File: config.mk
export PLATFORM = sky130hd
export DESIGN_NAME = uart_tx_scheduler
export DESIGN_NICKNAME = d
export VERILOG_FILES = /design/src/rtl/uart_tx_scheduler.sv
export SDC_FILE = /design/constraint.sdc
export NUM_CORES = 1
export LEC_CHECK = 0
export BUFFER_PORTS_ARGS = -buffer_cell sky130_fd_sc_hd__buf_2
export CAP_MARGIN = 20
export CORE_ASPECT_RATIO = 1.1
export CORE_MARGIN = 2
export CORE_UTILIZATION = 51
export CTS_CLUSTER_SIZE = 20
export DETAILED_ROUTE_END_ITERATION = 16
export PLACE_DENSITY = 0.87
export SKIP_CTS_REPAIR_TIMING = 1
export SYNTH_ARGS = -nofsm -noshare
export SYNTH_HDL_FRONTEND = slang
export SYNTH_SLANG_ARGS = --single-unit
File: constraint.sdc
create_clock -name clk -period 3.56 [get_ports clk]
set_input_delay 0.356 -clock clk [delete_from_list [all_inputs] [get_ports clk]]
set_output_delay 0.356 -clock clk [all_outputs]
set_load 0.03 [all_outputs]
File: src/rtl/uart_tx_scheduler.sv
// uart_tx_scheduler
//   Round-robin scheduler that shares one UART transmitter between NUM_REQ
//   word producers. The winning requester's word is latched, then sent LSB
//   byte first through the transmitter's tx_start/tx_done handshake. The
//   requester is acknowledged after the last byte's stop bit.
//
// Ports
//   clk       system clock
//   rst       asynchronous, active-low reset
//   req       request level, one bit per requester
//   word_in   packed words, requester i at [i*LEN_WORD +: LEN_WORD]
//   tx_done   one-cycle pulse from the transmitter at end of stop bit
//   tx_start  one-cycle pulse that starts a byte
//   tx_data   byte presented to the transmitter
//   ack       one-hot, one-cycle pulse: requester's word fully sent
//   busy      high whenever the scheduler is not idle
//   grant_id  index of the current or most recent grantee
module uart_tx_scheduler #(
    parameter  int unsigned NUM_REQ  = 4,
    parameter  int unsigned LEN_DATA = 8,
    parameter  int unsigned LEN_WORD = 32,
    localparam int unsigned NBYTES   = LEN_WORD / LEN_DATA,
    localparam int unsigned IDW      = $clog2(NUM_REQ)
) (
    input  logic                        clk,
    input  logic                        rst,
    input  logic [NUM_REQ-1:0]          req,
    input  logic [NUM_REQ*LEN_WORD-1:0] word_in,
    input  logic                        tx_done,
    output logic                        tx_start,
    output logic [LEN_DATA-1:0]         tx_data,
    output logic [NUM_REQ-1:0]          ack,
    output logic                        busy,
    output logic [IDW-1:0]              grant_id
);

    localparam int unsigned CNTW = (NBYTES > 1) ? $clog2(NBYTES) : 1;

    typedef enum logic [1:0] {
        IDLE,
        SEND,
        WAIT,
        DONE
    } state_t;

    state_t              state_q,      state_d;
    logic [LEN_WORD-1:0] shreg_q,      shreg_d;
    logic [CNTW-1:0]     byte_cnt_q,   byte_cnt_d;
    logic [IDW-1:0]      grant_q,      grant_d;
    logic [IDW-1:0]      last_grant_q, last_grant_d;

    logic                win_found;
    logic [IDW-1:0]      win_id;
    logic [IDW-1:0]      cand;

    // Round-robin search: start one past the last grantee and take the
    // first requesting index, wrapping around.
    always_comb begin
        win_found = 1'b0;
        win_id    = '0;
        cand      = '0;
        for (int unsigned off = 1; off <= NUM_REQ; off++) begin
            cand = IDW'((32'(last_grant_q) + off) % NUM_REQ);
            if (!win_found && req[cand]) begin
                win_found = 1'b1;
                win_id    = cand;
            end
        end
    end

    always_comb begin
        state_d      = state_q;
        shreg_d      = shreg_q;
        byte_cnt_d   = byte_cnt_q;
        grant_d      = grant_q;
        last_grant_d = last_grant_q;
        case (state_q)
            IDLE: begin
                if (win_found) begin
                    shreg_d    = word_in[win_id*LEN_WORD +: LEN_WORD];
                    grant_d    = win_id;
                    byte_cnt_d = '0;
                    state_d    = SEND;
                end
            end
            SEND: begin
                state_d = WAIT;
            end
            WAIT: begin
                if (tx_done) begin
                    if (byte_cnt_q == CNTW'(NBYTES - 1)) begin
                        state_d = DONE;
                    end else begin
                        shreg_d    = shreg_q >> LEN_DATA;
                        byte_cnt_d = byte_cnt_q + 1'b1;
                        state_d    = SEND;
                    end
                end
            end
            DONE: begin
                last_grant_d = grant_q;
                state_d      = IDLE;
            end
            default: begin
                state_d = IDLE;
            end
        endcase
    end

    // last_grant resets to NUM_REQ-1 so requester 0 wins first after reset.
    always_ff @(posedge clk or negedge rst) begin
        if (!rst) begin
            state_q      <= IDLE;
            shreg_q      <= '0;
            byte_cnt_q   <= '0;
            grant_q      <= '0;
            last_grant_q <= IDW'(NUM_REQ - 1);
        end else begin
            state_q      <= state_d;
            shreg_q      <= shreg_d;
            byte_cnt_q   <= byte_cnt_d;
            grant_q      <= grant_d;
            last_grant_q <= last_grant_d;
        end
    end

    // Handshake outputs come from the state register only, never from req.
    assign tx_start = (state_q == SEND);
    assign busy     = (state_q != IDLE);
    assign tx_data  = shreg_q[LEN_DATA-1:0];
    assign grant_id = grant_q;

    always_comb begin
        ack = '0;
        if (state_q == DONE) begin
            ack[grant_q] = 1'b1;
        end
    end

endmodule

==> results.py <==
metrics = {
    "critical_path": {
        "regToRegSetupSlack_ns": 0.99,
        "rr_startpoint": "byte_cnt_q[0]",
        "r2r-end": "shreg_q[27]",
        "cp-startpoint": "byte_cnt_q[0]",
        "crit_fanout": 27,
        "crit_path_start_kind": "register",
        "critical_path_class": "register to register",
        "critPathCaptureType": "register",
        "r2r_cells": 5,
        "endpoint": "shreg_q[27]",
        "worstPathRequired_ns": 3.77,
        "arrival_ns": 2.78,
    },
    "logic_synthesis": {
        "ys_ff_latch": 40,
        "synthesis.nets": 481,
        "synth_largest_area_cell": "dfrtp_1",
        "syn_area_per_cell_um2": 9.023,
        "yosysWarningCount": 0,
        "syn_inst": 345,
        "yosysTopAreaCellShare_pct": 30.55,
        "ys.flop_type": "dfrtp_1",
        "seq_area_frac_synth_pct": 32.23,
        "synth_area_leaders": "dfrtp_1 31%, mux2i_1 10%, nor4bb_1 7.7%",
        "ys_async_sr_fraction_pct": 100.0,
        "synth_cell_types": 37,
        "synthesis.area_um2": 3113,
        "synth.top_cells.by_count": "40 x nand3_1, 38 x dfrtp_1, 32 x mux2i_1, 32 x o211ai_1, 26 x a21oi_1",
        "synth_edf_count": 0,
        "yosysMostFrequentCell": "nand3_1",
    },
    "finish": {
        "drive_gt1_share_pct": 37.98,
        "n_antenna_cell": 0,
        "syn2layout_area_growth_pct": 25.12,
        "fill_cells": 499,
        "final_nets": 601,
    },
    "power": {
        "powerDensity_nw_per_um2": 784.5,
        "ir_drop_v": 0.0003855,
        "finalPower_w": 0.003056,
        "p_leak_nw": 1.742,
    },
    "die": {
        "pin_count": 151,
        "coreArea_um2": 5842,
        "num_rows": 29,
        "die_h_um": 85.94,
        "start_util_pct": 53.29,
        "dieArea_um2": 6745,
        "die_w_um": 78.49,
    },
    "clock_tree": {
        "cts.path.max_buffers": 2,
        "tritoncts": "done",
        "ctsRootBufferMaster": "clkbuf_8",
        "htree_levels": 2,
        "clkTransAtPathRegs_ns": 0.08,
        "clock_latency_ns": 0.29,
        "cts.sinks": 40,
        "cts_buffers": 5,
    },
    "timing": {
        "fin_crit_sh_pct": 72.16,
        "fin_setup_tns_ns": 0,
        "tightest_slew_ns": 0.8842,
        "timing.final.crit_period_ns": 2.569,
        "setup_viol": 0,
        "fin_skew_ns": 0.007979,
        "hold_viol_final": 0,
        "drv_slew": 0,
        "fmax_ghz": 0.3893,
        "relSlewSlack_pct": 41.06,
        "rsz0062_at_grt": "no",
    },
    "job": {
        "cap_violations": 0,
    },
    "global_routing": {
        "grt_pass1_wl_um": 13920,
        "grt_pass1_vias": 3027,
        "grt_usage_pct": 25.46,
        "antenna_found_initial": 0,
        "overflow": 0,
        "grt_max_degree": 52,
    },
    "place": {
        "port_buffers": 150,
        "gp_congestion": 0.7960,
        "dp_hpwl_um": 6491,
    },
    "routing": {
        "postRouteAntennaNets": 0,
        "wirelength_um": 8683,
        "num_vias": 3248,
        "drt-initial-drc-count": 220,
        "viasPerCell": 5.982,
        "wl_per_cell_um": 15.99,
        "drc": 0,
        "first_pass_iters": 4,
    },
    "hold_path": {
        "hold_class": "input port to async pin",
    },
    "run_status": {
        "status": "finished clean",
    },
}
==> sequential cells by signal (all words and copies together), names as in the netlist <==
register	flops
grant_id	2
state_q	2
shreg_q	32
byte_cnt_q	2
last_grant_q	2
==> area by class of cell <==
type                       instances  area [µm²]  share of cell area [%]
clock buffer                       8       90.09                   2.313
inverter                           6       22.52                  0.5782
multi-input combinational        257        1874                   48.12
sequential                        40        1003                   25.76
tap                               77       96.34                   2.473
timing repair buffer             155       808.3                   20.75
==> worst min path at each step <==
stage,startpoint,to,slack [ns],cells after the start
after floorplan,rst,byte_cnt_q[0],0.06,0
after global placement,byte_cnt_q[1],byte_cnt_q[1],0.47,2
after detailed placement,byte_cnt_q[1],byte_cnt_q[1],0.48,2
after CTS,rst,shreg_q[6],0.21,1
after global routing,rst,shreg_q[6],0.24,1
final,rst,shreg_q[6],0.17,1
==> through the flow <==
stage          hold WS [ns]  setup WS (ns)  utilization (%)  instances  cell area, µm²
4_1_cts              0.2064         0.9094            66.20        542            3867
2_1_floorplan       0.06041          1.774                -        345            3113
6_report             0.1743         0.9911            66.67        543            3895
3_5_place_dp         0.4783         0.9005            64.66        534            3777
3_3_place_gp         0.4666          1.046            64.66        534            3777
5_1_grt              0.2384         0.7057            66.67        543            3895
==> cells in the final DEF (no fill, tap or decap), drive strengths merged, types with 4 or more instances in the layout <==
cell / synthesis / layout
mux2: 7 / 7
buf: 25 / 155
o2bb2ai: 24 / 24
o211ai: 33 / 33
nor2: 7 / 7
o21ai: 4 / 4
a21oi: 26 / 26
mux2i: 32 / 32
a31oi: 24 / 24
dfrtp: 38 / 38
a21o: 5 / 5
inv: 5 / 5
nand2: 15 / 15
nor4bb: 24 / 24
clkbuf: 17 / 8
nand3: 40 / 40
==> cell families after synthesis <==
family	count (synthesis)	synth area share (%)
DFF	40	32.23
and+or+nand+nor	95	19.05
adders and majority gates	1	0.4019
buffers and inverters	48	8.159
muxes	39	12.82
AOI/OAI and AO/OA	122	27.33
==> where the power goes <==
group / internal [W] / switching [W]
Clock: 0.000158 / 0.000155
Combinational: 0.000763 / 0.00110
Sequential: 0.000692 / 0.000188
==> metal layers <==
metal / global-route usage, % / up-vias / part of all wire, %
met5: 0 / - / 0
met4: 7.177 / 0 / 1.1
met3: 4.211 / 9 / 6.3
met2: 45.61 / 149 / 52
met1: 31.66 / 1506 / 40
li1: - / 1584 / -
==> worst max-delay path, cell delays in order (launching register included) <==
cell	delay, ns
dfrtp_1	0.38
ha_1	0.70
nand2b_1	0.79
a21o_1	0.41
nand2_1	0.11
o211ai_1	0.11
Power figures use the tool's default switching activity.
